**src/rtl/sram_lsu_pkg.sv**
```systemverilog
// Shared types and helpers for the LSU-to-SRAM-controller bridge.
package sram_lsu_pkg;

  localparam logic [2:0] LB  = 3'b000;
  localparam logic [2:0] LH  = 3'b001;
  localparam logic [2:0] LW  = 3'b010;
  localparam logic [2:0] LBU = 3'b100;
  localparam logic [2:0] LHU = 3'b101;
  localparam logic [2:0] SB  = 3'b000;
  localparam logic [2:0] SH  = 3'b001;
  localparam logic [2:0] SW  = 3'b010;

  localparam int NUM_LANES = 4;

  typedef enum logic [1:0] {
    ST_IDLE,
    ST_REQ,
    ST_WAIT,
    ST_DONE
  } sram_lsu_state_e;

  typedef struct packed {
    logic        wr;
    logic [2:0]  size;
    logic [18:0] addr;
    logic [31:0] wdata;
  } lsu_req_t;

  // size[1:0] encodes the access width for both signed and unsigned loads
  function automatic logic [NUM_LANES-1:0] lane_mask(input logic [2:0] size,
                                                     input logic [1:0] off);
    case (size[1:0])
      2'b00:   lane_mask = 4'b0001 << off;
      2'b01:   lane_mask = off[1] ? 4'b1100 : 4'b0011;
      default: lane_mask = 4'b1111;
    endcase
  endfunction

  function automatic logic [31:0] lane_wdata(input logic [2:0] size,
                                             input logic [31:0] wd);
    case (size[1:0])
      2'b00:   lane_wdata = {4{wd[7:0]}};
      2'b01:   lane_wdata = {2{wd[15:0]}};
      default: lane_wdata = wd;
    endcase
  endfunction

  function automatic logic access_legal(input logic wr, input logic [2:0] size,
                                        input logic [1:0] off);
    logic size_ok;
    if (wr) size_ok = (size == SB) || (size == SH) || (size == SW);
    else    size_ok = (size == LB) || (size == LH) || (size == LW) ||
                      (size == LBU) || (size == LHU);
    case (size[1:0])
      2'b01:   access_legal = size_ok && !off[0];
      2'b10:   access_legal = size_ok && (off == 2'b00);
      default: access_legal = size_ok;
    endcase
  endfunction

endpackage

```
**src/rtl/lsu_load_align.sv**
```systemverilog
// Picks the addressed byte/half out of a 32-bit SRAM word and extends it.
module lsu_load_align
  import sram_lsu_pkg::*;
(
  input  logic [31:0] rdata_q,
  input  logic [1:0]  addr_q,
  input  logic [2:0]  size_q,
  output logic [31:0] rdata_o
);

  logic [NUM_LANES-1:0][7:0] lanes;
  logic [7:0]                byte_sel;
  logic [15:0]               half_sel;

  always_comb begin
    lanes    = rdata_q;
    byte_sel = lanes[addr_q];
    half_sel = addr_q[1] ? {lanes[3], lanes[2]} : {lanes[1], lanes[0]};
    case (size_q)
      LB:      rdata_o = {{24{byte_sel[7]}}, byte_sel};
      LH:      rdata_o = {{16{half_sel[15]}}, half_sel};
      LBU:     rdata_o = {24'h0, byte_sel};
      LHU:     rdata_o = {16'h0, half_sel};
      default: rdata_o = rdata_q;
    endcase
  end

endmodule

```
**src/rtl/sram_lsu_bridge.sv**
```systemverilog
// Stalls the core for one SRAM controller transaction per load/store and
// returns formatted load data plus misalign/timeout flags.
module sram_lsu_bridge
  import sram_lsu_pkg::*;
#(
  parameter int TIMEOUT_CYC = 15,
  parameter int SRAM_AW     = 18
) (
  input  logic               i_clk,
  input  logic               i_reset,
  input  logic [31:0]        i_lsu_addr,
  input  logic [31:0]        i_lsu_wdata,
  input  logic [2:0]         i_lsu_size,
  input  logic               i_lsu_wren,
  input  logic               i_lsu_rden,
  output logic [31:0]        o_lsu_rdata,
  output logic               o_lsu_stall,
  output logic               o_lsu_misaligned,
  output logic               o_lsu_timeout,
  output logic [SRAM_AW-1:0] o_sram_addr,
  output logic [31:0]        o_sram_wdata,
  output logic [3:0]         o_sram_bmask,
  output logic               o_sram_wren,
  output logic               o_sram_rden,
  input  logic [31:0]        i_sram_rdata,
  input  logic               i_sram_ack
);

  localparam int CW = (TIMEOUT_CYC > 1) ? $clog2(TIMEOUT_CYC) : 1;
  localparam logic [CW-1:0] CNT_LAST = CW'(TIMEOUT_CYC - 1);

  sram_lsu_state_e state_q, state_d;
  lsu_req_t        req_q, req_d;
  logic [31:0]     rdata_q, rdata_d;
  logic [CW-1:0]   cnt_q, cnt_d;
  logic            mis_q, mis_d;
  logic            to_q, to_d;

  logic            one_req;
  logic            legal;
  logic            bus_active;
  logic [31:0]     aligned;
  logic            unused_addr_hi;

  assign unused_addr_hi = ^i_lsu_addr[31:19];
  assign one_req        = i_lsu_wren ^ i_lsu_rden;
  assign legal          = access_legal(i_lsu_wren, i_lsu_size, i_lsu_addr[1:0]);

  always_ff @(posedge i_clk or negedge i_reset) begin
    if (!i_reset) begin
      state_q <= ST_IDLE;
      req_q   <= '0;
      rdata_q <= '0;
      cnt_q   <= '0;
      mis_q   <= 1'b0;
      to_q    <= 1'b0;
    end else begin
      state_q <= state_d;
      req_q   <= req_d;
      rdata_q <= rdata_d;
      cnt_q   <= cnt_d;
      mis_q   <= mis_d;
      to_q    <= to_d;
    end
  end

  always_comb begin
    state_d = state_q;
    req_d   = req_q;
    rdata_d = rdata_q;
    cnt_d   = cnt_q;
    mis_d   = mis_q;
    to_d    = to_q;
    case (state_q)
      ST_IDLE: begin
        if (one_req) begin
          req_d   = '{wr: i_lsu_wren, size: i_lsu_size,
                      addr: i_lsu_addr[18:0], wdata: i_lsu_wdata};
          rdata_d = '0;
          cnt_d   = '0;
          to_d    = 1'b0;
          mis_d   = !legal;
          state_d = legal ? ST_REQ : ST_DONE;
        end
      end
      ST_REQ: begin
        cnt_d   = '0;
        state_d = ST_WAIT;
      end
      ST_WAIT: begin
        // ack wins over a timeout landing in the same cycle
        if (i_sram_ack) begin
          rdata_d = i_sram_rdata;
          state_d = ST_DONE;
        end else if (cnt_q == CNT_LAST) begin
          rdata_d = '0;
          to_d    = 1'b1;
          state_d = ST_DONE;
        end else begin
          cnt_d = cnt_q + 1'b1;
        end
      end
      default: state_d = ST_IDLE;
    endcase
  end

  lsu_load_align u_align (
    .rdata_q (rdata_q),
    .addr_q  (req_q.addr[1:0]),
    .size_q  (req_q.size),
    .rdata_o (aligned)
  );

  always_comb begin
    bus_active       = (state_q == ST_REQ) || (state_q == ST_WAIT);
    o_lsu_stall      = (state_q == ST_IDLE) ? one_req : (state_q != ST_DONE);
    o_lsu_misaligned = (state_q == ST_DONE) && mis_q;
    o_lsu_timeout    = (state_q == ST_DONE) && to_q;
    o_lsu_rdata      = ((state_q == ST_DONE) && !mis_q) ? aligned : 32'h0;
    // single-cycle pulse: the controller re-samples requests while acking
    o_sram_wren      = (state_q == ST_REQ) && req_q.wr;
    o_sram_rden      = (state_q == ST_REQ) && !req_q.wr;
    o_sram_addr      = '0;
    o_sram_bmask     = '0;
    o_sram_wdata     = '0;
    if (bus_active) begin
      o_sram_addr  = SRAM_AW'({req_q.addr[18:2], 1'b0});
      o_sram_bmask = lane_mask(req_q.size, req_q.addr[1:0]);
      o_sram_wdata = lane_wdata(req_q.size, req_q.wdata);
    end
  end

endmodule
```
**config.mk**
```make
export PLATFORM = sky130hd
export DESIGN_NAME = sram_lsu_bridge
export DESIGN_NICKNAME = d
export VERILOG_FILES = /design/src/rtl/sram_lsu_pkg.sv /design/src/rtl/lsu_load_align.sv /design/src/rtl/sram_lsu_bridge.sv
export SDC_FILE = /design/constraint.sdc
export NUM_CORES = 1
export LEC_CHECK = 0
export BUFFER_PORTS_ARGS = -buffer_cell sky130_fd_sc_hd__buf_2
export CAP_MARGIN = 15
export CORE_ASPECT_RATIO = 1.75
export CORE_MARGIN = 8
export CORE_UTILIZATION = 50
export CTS_BUF_LIST = sky130_fd_sc_hd__clkbuf_8
export CTS_CLUSTER_DIAMETER = 80
export DETAILED_ROUTE_END_ITERATION = 8
export GPL_TIMING_DRIVEN = 0
export PLACE_DENSITY = 0.83
export SETUP_SLACK_MARGIN = 0.05
export SLEW_MARGIN = 10
export SYNTH_ARGS = -nofsm -noshare
export SYNTH_HDL_FRONTEND = slang
export SYNTH_HIERARCHICAL = 1
export SYNTH_SLANG_ARGS = --single-unit
```
**constraint.sdc**
```tcl
create_clock -name i_clk -period 2.5 [get_ports i_clk]
set_clock_uncertainty 0.1 [all_clocks]
set_input_delay 0.375 -clock i_clk [delete_from_list [all_inputs] [get_ports i_clk]]
set_output_delay 0.375 -clock i_clk [all_outputs]
set_load 0.1 [all_outputs]
```
==> metrics.md, run 1 <==
| Metric | Value |
|---|---|
| Wire length of the first global-routing pass | 31100 um |
| Synth cell types | 44 |
| Final worst hold slack | about 0.12 ns |
| Leading post-synthesis cells by cell area | dfrtp_1 40%, mux2_2 11%, and2_1 7.2% |
| Max-slew violation total from the final report | 0 |
| Total count of hold-check failures in the final report | 0 |
| I/O Pins | between 150 and 200 |
| Worst setup path category | reg -> out |
| Ratio of cells with drive above 1 in the final layout | 0.503 |
| Horiz. Die Dim | 98.0 um |
| Placed wire-length estimate | roughly 14000 um |
| Top fanout value on the critical path | 5 |
| Total clock sinks | between 90 and 100 |
| DR vias | roughly 5400 |
| Initial Utilization | 0.511 |
| Detailed-routing iteration count for the pre-antenna-repair pass | 5 |
| Number of buffers on the longest clock path | 2 |
| Worst slew pin tran | 0.704 ns |
| Worst reg2reg path endpoint | req_q[47] |
| Hold/Removal Path Class | in -> reg |
| Floorplan Core Area | between 10000 and 15000 um2 |
| Share of the synthesized area in the top cell type | 0.404 |
| Number of buffers created by CTS | 9 |
| Violated checks | setup timing |
| Clk Latency, worst-skew pair | between 0.3 and 0.4 ns |
| Post-detailed-route via-to-cell ratio | ~5.9 |
| Wirelength per Cell | between 20 and 25 um |
| WP data required | between 2 and 2.5 ns |
| Minimum setup slack in the final design | -0.313 ns |
| Seq cells post-synth | 95 |
| Clock Root Buffer | clkbuf_8 |
| Nets in the synthesized netlist | ~680 |
| GRT Resource Usage Total | 0.252 |
| Residual antenna-violating net count after detailed routing | 0 |
| Crit end category | output pin |
| Final net count | approximately 880 |
| Height of the die | approximately 160 um |
| Detailed Route Iter0 Violations | 248 |
| Maximum number of pins on one net before global-route repair | 56 |
| Synthesized instance count | between 500 and 600 |
| R2r worst-path depth | 6 |
| Crit path time final | around 2.8 ns |
| Relative slew slack | 0.531 |
| CTS clk-pin slew, worst paths | approximately 0.10 ns |
| Launch instance of the worst min-delay path | i_lsu_wdata[21] |
| Post-synthesis area per instance | around 10 um2 |
| Vias in the first global route | 5884 |
| Worst hold path depth | 2 |
| Layout area overhead | 44.7% |
| Sink of the worst hold path | req_q[21] |
| Final-report setup violation count | 30 |
| Netlist area before placement | between 5000 and 6000 um2 |
| Kind of launch point of the worst setup path | flop |
| Cell type with the largest total area after synthesis | dfrtp_1 |
| TritonCTS clock tree | built |
| Result of the run | complete, but fails checks |
| Most used cells in the layout excluding fill and tap cells | 103 x buf_2, 94 x dfrtp_1, 58 x mux2_2, 49 x nand2_1, 45 x buf_12 |
| Placement Rows | between 50 and 60 |
| Max Fclk | approximately 0.36 GHz |
| Register-to-register path setup slack | ~0.33 ns |
| Aggregate global routing overflow | 0 |
| Arrival time reported for the critical path endpoint | roughly 2.3 ns |
| Number of port buffers | between 150 and 200 |
| Die outline area | ~16000 um2 |
| H-tree depth | 3 |
| Startpoint of the worst register-to-register path | state_q[0] |
| Residual DRC | 0 |
| RSZ-0062 raised after global routing | yes |
| Total routed wirelength | approximately 21000 um |
| Antenna violations before repair | 1 |
| Routability congestion estimate | 0.968 |
| Most frequent standard cell in the layout excluding fill and tap cells | buf_2 |
| Period Utilization, post-route | 1.13 |
| Number of warnings issued by yosys | 6 |
| Sequential area share after synthesis | 0.404 |
| Max-capacitance violation count | 0 |
[per-layer routing]
| layer | up-vias | track usage | wire length (um) |
|---|---|---|---|
| met1 | 2623 | 0.224 | 6780 |
| li1 | 2369 | - | - |
| met4 | 0 | 0.166 | 1260 |
| met2 | 310 | 0.478 | 11700 |
| met5 | - | 0 | 0 |
| met3 | 88 | 0.0683 | 1580 |
[cells by family after synthesis]
kind of cell             synth area share
AO/OA/AOI/OAI                       0.102
XOR/XNOR                          0.00149
adder cells (fa/ha/maj)            0.0191
buffers and inverters              0.0472
flip-flops                          0.404
multiplexers                        0.237
other                            0.000637
AND/OR/NAND/NOR                     0.188
[stage by stage]
step / area (um2) / setup WS, ns / instances / util / setup TNS (ns)
6_report: 8520 / -0.313 / 910 / 0.740 / -6.33
5_1_grt: 8520 / -0.346 / 910 / 0.740 / -7.37
4_1_cts: 8120 / -0.255 / 905 / 0.705 / -5.91
3_5_place_dp: 7090 / -0.142 / 882 / 0.615 / -6.64
3_3_place_gp: 7060 / -0.0937 / 881 / 0.613 / -3.44
2_1_floorplan: 5990 / 0.0000833 / 566 / - / 0
[synth_stat cells (all sizes together)]
| master | instances |
|---|---|
| o21a | 4 |
| mux2i | 32 |
| nand2 | 55 |
| mux2 | 87 |
| and2 | 69 |
| a31oi | 1 |
| a41oi | 1 |
| nand2b | 1 |
| o21bai | 2 |
| a21boi | 8 |
| a21oi | 16 |
| nor2b | 20 |
| or2b | 1 |
| a22o | 9 |
| a221o | 10 |
| o21ai | 21 |
| a21o | 1 |
| nor4 | 1 |
| buf | 17 |
| clkbuf | 31 |
| conb | 1 |
| xnor2 | 1 |
| a22oi | 1 |
| nor2 | 6 |
| nor3 | 2 |
| nand3 | 1 |
| dfrtp | 95 |
| inv | 9 |
| and3 | 33 |
| mux4 | 1 |
| and4b | 1 |
| o22a | 9 |
| ha | 9 |
| o31ai | 1 |
| nor3b | 1 |
| nand3b | 8 |
[sequential cells by signal, indices dropped and copies added (netlist names)]
| register | flops |
|---|---|
| cnt_q | 4 |
| state_q | 2 |
| req_q | 55 |
| rdata_q | 32 |
| to_q | 1 |
| mis_q | 1 |
[worst max-delay path: stages, from the launching register on]
cell and delay [ns]:
dfrtp_1 0.37, buf_6 0.11, mux4_2 0.53, a22oi_2 0.34, buf_4 0.21, nand2_1 0.08, and2_4 0.16, buf_12 0.16
[what timing repair did]
item                       4_1_cts  5_1_grt
setup endpoints to repair       86       86
hold endpoints to repair        54        0
hold buffers                     1        0
pin swaps                        2        5
cloned                           1        0
buffers inserted                 8        5
resized for setup              246      114
[worst max path at each step]
stage | start | end | slack, ns | depth (start not counted)
floorplan | req_q[52] | o_sram_wdata[10] | 0.00008 | 4
global placement | req_q[32] | o_lsu_rdata[18] | -0.09 | 7
detailed placement | req_q[52] | o_sram_wdata[29] | -0.14 | 6
CTS | req_q[32] | o_lsu_rdata[23] | -0.25 | 7
global route | req_q[32] | o_lsu_rdata[24] | -0.35 | 7
finish | req_q[32] | o_lsu_rdata[24] | -0.31 | 7
[area by class of cell]
type / count / area [um2]
antenna: 1 / 2.50
buffer: 45 / 277
clock buffer: 10 / 138
clock inverter: 6 / 62.6
fill: 702 / 3000
inverter: 9 / 37.5
multi-input combinational: 414 / 3500
sequential: 95 / 2380
tap: 135 / 169
timing repair buffer: 195 / 1950
Power of run 1 is left out: the tool's default activity adds up to more than one toggle a clock period on the data nets, which glitch-free logic cannot reach.
==> run 2, diff against run 1 <==
--- a/config.mk
+++ b/config.mk
@@ -14,10 +14,9 @@
 export CTS_CLUSTER_DIAMETER = 80
 export DETAILED_ROUTE_END_ITERATION = 8
 export GPL_TIMING_DRIVEN = 0
-export PLACE_DENSITY = 0.83
+export PLACE_DENSITY = 0.85
 export SETUP_SLACK_MARGIN = 0.05
 export SLEW_MARGIN = 10
 export SYNTH_ARGS = -nofsm -noshare
 export SYNTH_HDL_FRONTEND = slang
-export SYNTH_HIERARCHICAL = 1
 export SYNTH_SLANG_ARGS = --single-unit
==> metrics.md, run 2 <==
| Metric | Value |
|---|---|
| Final-report setup violation count | 24 (-20%) |
| Result of the run | complete, but fails checks |
| Wirelength per Cell | 23.5 um (+0.48%) |
| Crit path time final | 2.67 ns (-0.138 ns) |
| Ratio of cells with drive above 1 in the final layout | 0.539 (+0.0360) |
| Period Utilization, post-route | 1.07 (-0.0551) |
| Worst setup path category | reg -> out |
| Asr flop ratio synth | 1.00 (unchanged) |
| Cell Count Post-Placement | 842 (-4.5%) |
| Number of buffers on the longest clock path | 2 (unchanged) |
| Die outline area | 14500 um2 (-7.5%) |
| Final net count | 847 (-4.0%) |
| Routability congestion estimate | 0.877 (-9.4%) |
| Worst hold path depth | 2 (unchanged) |
| DP Area | 6860 um2 (-3.2%) |
| TritonCTS clock tree | built |
| Most used cells in the layout excluding fill and tap cells | 102 x buf_2, 91 x dfrtp_1, 78 x mux2_2, 59 x nand2_1, 43 x buf_4 |
| Placement Rows | 50 (-3.8%) |
| Post-synthesis mux area share | 0.214 (-0.0234) |
| Nets in the synthesized netlist | 644 (-5.2%) |
| Most instantiated library cell after synthesis | dfrtp_1 |
| Register-to-register path setup slack | 0.26 ns (-0.07 ns) |
| Floorplan Core Area | 10600 um2 (-8.2%) |
| CTS clk-pin slew, worst paths | 0.11 ns (about the same) |
| Synthesized instance count | 531 (-6.2%) |
| Post-detailed-route via-to-cell ratio | 5.96 (+0.58%) |
| Adder and majority cell fraction of the synthesized area | 0.0209 (+0.00181) |
| Synth cell types | 41 (-6.8%) |
| EDFF count, synth | 0 (unchanged) |
| Crit end category | output pin |
| Share of the synthesized area in the top cell type | 0.442 (+0.0381) |
| Worst reg2reg path endpoint | rdata_q[27] |
| Minimum setup slack in the final design | -0.175 ns (+0.138 ns) |
| Total count of hold-check failures in the final report | 0 (unchanged) |
| WP data required | 2.03 ns (about the same) |
| Combinational family with the most area after synthesis | multiplexers |
| Number of port buffers | 180 (unchanged) |
| Detailed Route Iter0 Violations | 281 (+13%) |
| Clk Latency, worst-skew pair | 0.37 ns (about the same) |
| Max Fclk | 0.374 GHz (+5.1%) |
| Netlist area before placement | 5380 um2 (-8.6%) |
| Total routed wirelength | 20500 um (-3.7%) |
| I/O Pins | 195 (unchanged) |
| Residual antenna-violating net count after detailed routing | 0 (unchanged) |
| Total clock sinks | 95 (unchanged) |
| Leading post-synthesis cells by instance count | 95 x dfrtp_1, 78 x mux2_2, 76 x nand2_1, 28 x and2_1 |
| Seq cells post-synth | 95 (unchanged) |
| Launch instance of the worst min-delay path | i_lsu_addr[18] |
| Startpoint of the worst register-to-register path | state_q[0] |
| Layout area overhead | 51.2% |
| Top fanout value on the critical path | 10 (+5) |
| Residual DRC | 0 (unchanged) |
| Vias in the first global route | 5608 (-4.7%) |
| Flip-flop count of the largest register, all copies and words added | 55 (unchanged) |
| Register bank with the most flops | req_q |
| Antenna violations before repair | 3 (+2) |
| DR vias | 5195 (-3.6%) |
| Kind of launch point of the worst setup path | flop |
| GRT Resource Usage Total | 0.265 (+0.0126) |
| Sink of the worst hold path | req_q[50] |
| Xor-xnor portion of the synthesized cell area | 0.00163 (+0.000141) |
| Aggregate global routing overflow | 0 (unchanged) |
| Largest registers | req_q: 55 flops, rdata_q: 32 flops, cnt_q: 4 flops |
| Post-synthesis area per instance | 10.1 um2 (-2.6%) |
| Cell type with the largest total area after synthesis | dfrtp_1 |
| Arrival time reported for the critical path endpoint | 2.20 ns (-0.14 ns) |
| Worst slew pin tran | 0.565 ns (-0.139 ns) |
| Hold/Removal Path Class | in -> reg |
| Wire length of the first global-routing pass | 29300 um (-5.8%) |
| Initial Utilization | 0.509 (-0.00243) |
| Max-capacitance violation count | 0 (unchanged) |
| Share of the synthesized area in compound gates (AO/OA/AOI/OAI) | 0.0968 (-0.00546) |
| Maximum number of pins on one net before global-route repair | 60 (+7.1%) |
| Post-layout instance area | 8130 um2 (-4.5%) |
| H-tree depth | 3 (unchanged) |
| Placed wire-length estimate | 13700 um (-5.6%) |
| Number of buffers created by CTS | 9 (unchanged) |
| Final std cells w/o fill | 872 (-4.2%) |
| Max-slew violation total from the final report | 0 (unchanged) |
| Number of warnings issued by yosys | 0 (-6) |
| Violated checks | setup timing |
| Relative slew slack | 0.623 (+0.0925) |
| Leading post-synthesis cells by cell area | dfrtp_1 44%, mux2_2 16%, nand2_1 5.3% |
| Clock Root Buffer | clkbuf_8 |
| Height of the die | 153 um (-4.0%) |
| R2r worst-path depth | 8 (+2) |
| Sequential area share after synthesis | 0.442 (+0.0381) |
| Most frequent standard cell in the layout excluding fill and tap cells | buf_2 |
| RSZ-0062 raised after global routing | yes |
| Detailed-routing iteration count for the pre-antenna-repair pass | 5 (unchanged) |
| Most common flop cell mapped by yosys | dfrtp_1 |
| Horiz. Die Dim | 94.4 um (-3.7%) |
| Share of synthesized cell area in and, or, nand and nor gates | 0.174 (-0.0136) |
## run 2: per-layer routing
layer | share of wire | up-vias | GRT usage
met5 | 0 | - | 0
met4 | 0.065 | 0 | 0.177
met3 | 0.070 | 94 | 0.0574
met2 | 0.54 | 296 | 0.487
met1 | 0.32 | 2563 | 0.247
li1 | - | 2242 | -
## run 2: worst max-delay path, cell delays in order, from the launching register on
cell and delay [ns]:
dfrtp_1 0.42, buf_2 0.28, nand2_1 0.11, o21ai_1 0.25, a21oi_1 0.20, a221oi_4 0.35
buf_12 0.22
## run 2: area by class of cell
type / instances / area [um2]
inverter: 17 / 63.8
multi-input combinational: 379 / 3270
timing repair buffer: 194 / 1750
buffer: 38 / 284
antenna: 3 / 7.51
fill: 643 / 2440
sequential: 95 / 2380
tap: 130 / 163
clock buffer: 10 / 138
clock inverter: 6 / 68.8
## run 2: worst max path at each step
stage                     startpoint              end  cells past startpoint
after global placement    state_q[0]  o_lsu_rdata[22]                      8
after floorplan            req_q[33]  o_lsu_rdata[20]                      5
after CTS                  req_q[33]  o_lsu_rdata[28]                      7
after detailed placement  state_q[0]  o_lsu_rdata[26]                      8
after global routing      rdata_q[7]  o_lsu_rdata[27]                      7
final                      req_q[33]  o_lsu_rdata[11]                      6
## run 2: cells by family (layout without fill, tap and decap cells)
| family | Yosys count | after routing |
|---|---|---|
| and+or+nand+nor | 190 | 190 |
| muxes | 104 | 104 |
| DFF | 95 | 95 |
| AOI/OAI and AO/OA | 74 | 74 |
| buffers and inverters | 57 | 265 |
| adders and majority gates | 9 | 9 |
| other | 1 | 4 |
| xor gates and xnor gates | 1 | 1 |
## run 2: what timing repair did
| item | in CTS | in global routing |
|---|---|---|
| setup buffers | 7 | 5 |
| endpoints found under the setup margin | 85 | 64 |
| gates resized for setup | 208 | 83 |
| pin swaps | 8 | 3 |
| gates cloned | 1 | 0 |
| hold buffers | 1 | 0 |
| hold endpoints to repair | 36 | 0 |
## run 2: metrics by stage
| step | util | setup WS [ns] | setup TNS [ns] | hold WS [ns] |
|---|---|---|---|---|
| finish | 0.769 | -0.175 | -2.85 | 0.119 |
| global route | 0.769 | -0.221 | -4.15 | 0.112 |
| CTS | 0.740 | -0.137 | -3.21 | 0.113 |
| detailed placement | 0.649 | -0.431 | -8.60 | 0.272 |
| global placement | 0.646 | -0.393 | -5.73 | 0.380 |
| floorplan | - | -0.152 | -0.543 | -0.0206 |
Power of run 2 is left out for the same reason.
==> run 3, diff against run 2 <==
==> constraint.sdc (replaced) <==
create_clock -name i_clk -period 2.6 [get_ports i_clk]
set_clock_uncertainty 0.1 [all_clocks]
set_input_delay 0.39 -clock i_clk [delete_from_list [all_inputs] [get_ports i_clk]]
set_output_delay 0.39 -clock i_clk [all_outputs]
set_load 0.1 [all_outputs]
==> metrics.md, run 3 (synthesis gave the netlist of run 2 again) <==
| Metric | Value |
|---|---|
| Result of the run | complete, but fails checks |
| Violated checks | setup timing |
| Post-layout instance area | 7990 um2 (-1.8%) |
| Startpoint of the worst register-to-register path | state_q[1] |
| Maximum number of pins on one net before global-route repair | 62 (+3.3%) |
| DR vias | 4982 (-4.1%) |
| Number of port buffers | 180 (unchanged) |
| Area taken by multi-input logic gates | 3300 um2 (+0.65%) |
| GRT Resource Usage Total | 0.263 (-0.00182) |
| I/O Pins | 195 (unchanged) |
| Layout area overhead | 48.5% |
| Residual DRC | 0 (unchanged) |
| Fillers | 678 (+5.4%) |
| Total count of hold-check failures in the final report | 0 (unchanged) |
| Die outline area | 14500 um2 (unchanged) |
| Routability congestion estimate | 0.905 (+3.2%) |
| Placed wire-length estimate | 13200 um (-3.1%) |
| Minimum setup slack in the final design | -0.133 ns (+0.0420 ns) |
| Number of buffers on the longest clock path | 2 (unchanged) |
| Period Utilization, post-route | 1.05 |
| Top fanout value on the critical path | 5 (-5) |
| Max-capacitance violation count | 0 (unchanged) |
| DP Area | 6820 um2 (-0.53%) |
| Flip-flop count of the largest register, all copies and words added | 55 (unchanged) |
| R2r worst-path depth | 8 (unchanged) |
| Largest registers | req_q: 55 flops, rdata_q: 32 flops, cnt_q: 4 flops |
| Final net count | 839 (-0.94%) |
| Post-detailed-route via-to-cell ratio | 5.78 (-3.0%) |
| Horiz. Die Dim | 94.4 um (unchanged) |
| Aggregate global routing overflow | 0 (unchanged) |
| Max-slew violation total from the final report | 0 (unchanged) |
| Residual antenna-violating net count after detailed routing | 0 (unchanged) |
| WP data required | 2.11 ns (+0.08 ns) |
| Arrival time reported for the critical path endpoint | 2.24 ns (+0.04 ns) |
| Register bank with the most flops | req_q |
| Detailed Route Iter0 Violations | 206 (-27%) |
| Buffers and inverters on the worst path | 2 (unchanged) |
| Ratio of cells with drive above 1 in the final layout | 0.534 (-0.00505) |
| Height of the die | 153 um (unchanged) |
| Kind of launch point of the worst setup path | flop |
| Placement Rows | 50 (unchanged) |
| Sink of the worst hold path | req_q[20] |
| Cell at the slowest stage of the critical path | mux4_2 |
| TritonCTS clock tree | built |
| Antenna violations before repair | 1 (-2) |
| Launch instance of the worst min-delay path | i_lsu_wdata[20] |
| Clock Root Buffer | clkbuf_8 |
| Wirelength per Cell | 22.6 um (-4.1%) |
| Total clock sinks | 95 (unchanged) |
| Reg area | 2380 um2 (unchanged) |
| H-tree depth | 3 (unchanged) |
| Hold/Removal Path Class | in -> reg |
| Number of buffers created by CTS | 9 (unchanged) |
| Worst setup path category | reg -> out |
| Crit path time final | between 2 and 3 ns |
| Largest delay contributor family on the critical path | multiplexers |
| Worst hold path depth | 2 (unchanged) |
| Critical path cell sequence | mux4_2, nor2b_4, o21ai_4, buf_8, nand2_4, buf_12 |
| Detailed-routing iteration count for the pre-antenna-repair pass | 4 (-1) |
| Most frequent standard cell in the layout excluding fill and tap cells | buf_2 |
| Most used cells in the layout excluding fill and tap cells | 101 x buf_2, 91 x dfrtp_1, 78 x mux2_2, 59 x nand2_1, 49 x buf_4 |
| Final-report setup violation count | 23 (-4.2%) |
| Worst reg2reg path endpoint | rdata_q[25] |
| CTS clk-pin slew, worst paths | 0.10 ns (about the same) |
| Largest incremental delay on the critical path | 0.53 ns (+0.11 ns) |
| Wire length of the first global-routing pass | 29400 um (+0.33%) |
| RSZ-0062 raised after global routing | yes |
| Vias in the first global route | 5631 (+0.41%) |
| Relative slew slack | 0.665 (+0.0416) |
| Clk Latency, worst-skew pair | 0.37 ns (about the same) |
| Register-to-register path setup slack | 0.39 ns (+0.13 ns) |
| Crit end category | output pin |
| Final worst hold slack | 0.149 ns (+0.0301 ns) |
| Worst slew pin tran | 0.503 ns (-0.0623 ns) |
| Max Fclk | about 0.37 GHz |
| Floorplan Core Area | 10600 um2 (unchanged) |
| Initial Utilization | 0.509 (unchanged) |
| Total routed wirelength | 19500 um (-5.2%) |
-- run 3: worst max path at each step --
| stage | start | endpoint | slack (ns) | depth (start not counted) |
|---|---|---|---|---|
| after floorplan | req_q[33] | o_lsu_rdata[10] | -0.45 | 5 |
| after global placement | state_q[0] | o_lsu_rdata[22] | -0.31 | 8 |
| after detailed placement | state_q[0] | o_lsu_rdata[26] | -0.38 | 8 |
| after CTS | req_q[33] | o_lsu_rdata[8] | -0.04 | 6 |
| after global routing | req_q[33] | o_lsu_rdata[21] | -0.18 | 6 |
| final | req_q[33] | o_lsu_rdata[21] | -0.13 | 6 |
-- run 3: timing repair --
action / 4_1_cts / 5_1_grt
endpoints found under the hold margin: 34 / 0
gates resized for setup: 221 / 61
pin swaps: 8 / 1
setup buffers: 3 / 0
hold buffers: 1 / 0
cloned: 1 / 0
setup endpoints to repair: 85 / 75
-- run 3: cell type report --
class / instances / share of cell area
multi-input cells: 379 / 0.413
repair buffers: 186 / 0.203
plain buffers: 38 / 0.0346
clock inverters: 6 / 0.00548
well taps: 130 / 0.0204
diodes: 1 / 0.000313
flip-flops and latches: 95 / 0.298
clock buffers: 10 / 0.0172
inverters: 17 / 0.00799
-- run 3: per-layer routing --
layer  wire [um]  vias up  GRT usage
li1            -     2216          -
met1        6480     2455      0.257
met2       10700      248      0.481
met3        1230       63     0.0515
met4        1010        0      0.160
met5           0        -          0
-- run 3: per-stage QoR --
step	utilization	TNS [ns]	setup WS (ns)	std cells
after global routing	0.755	-3.43	-0.184	862
final	0.755	-1.99	-0.133	862
after global placement	0.642	-5.43	-0.313	841
after CTS	0.735	-0.668	-0.0434	861
after detailed placement	0.645	-7.81	-0.384	842
after floorplan	-	-0.764	-0.452	531
Power of run 3 is left out for the same reason.
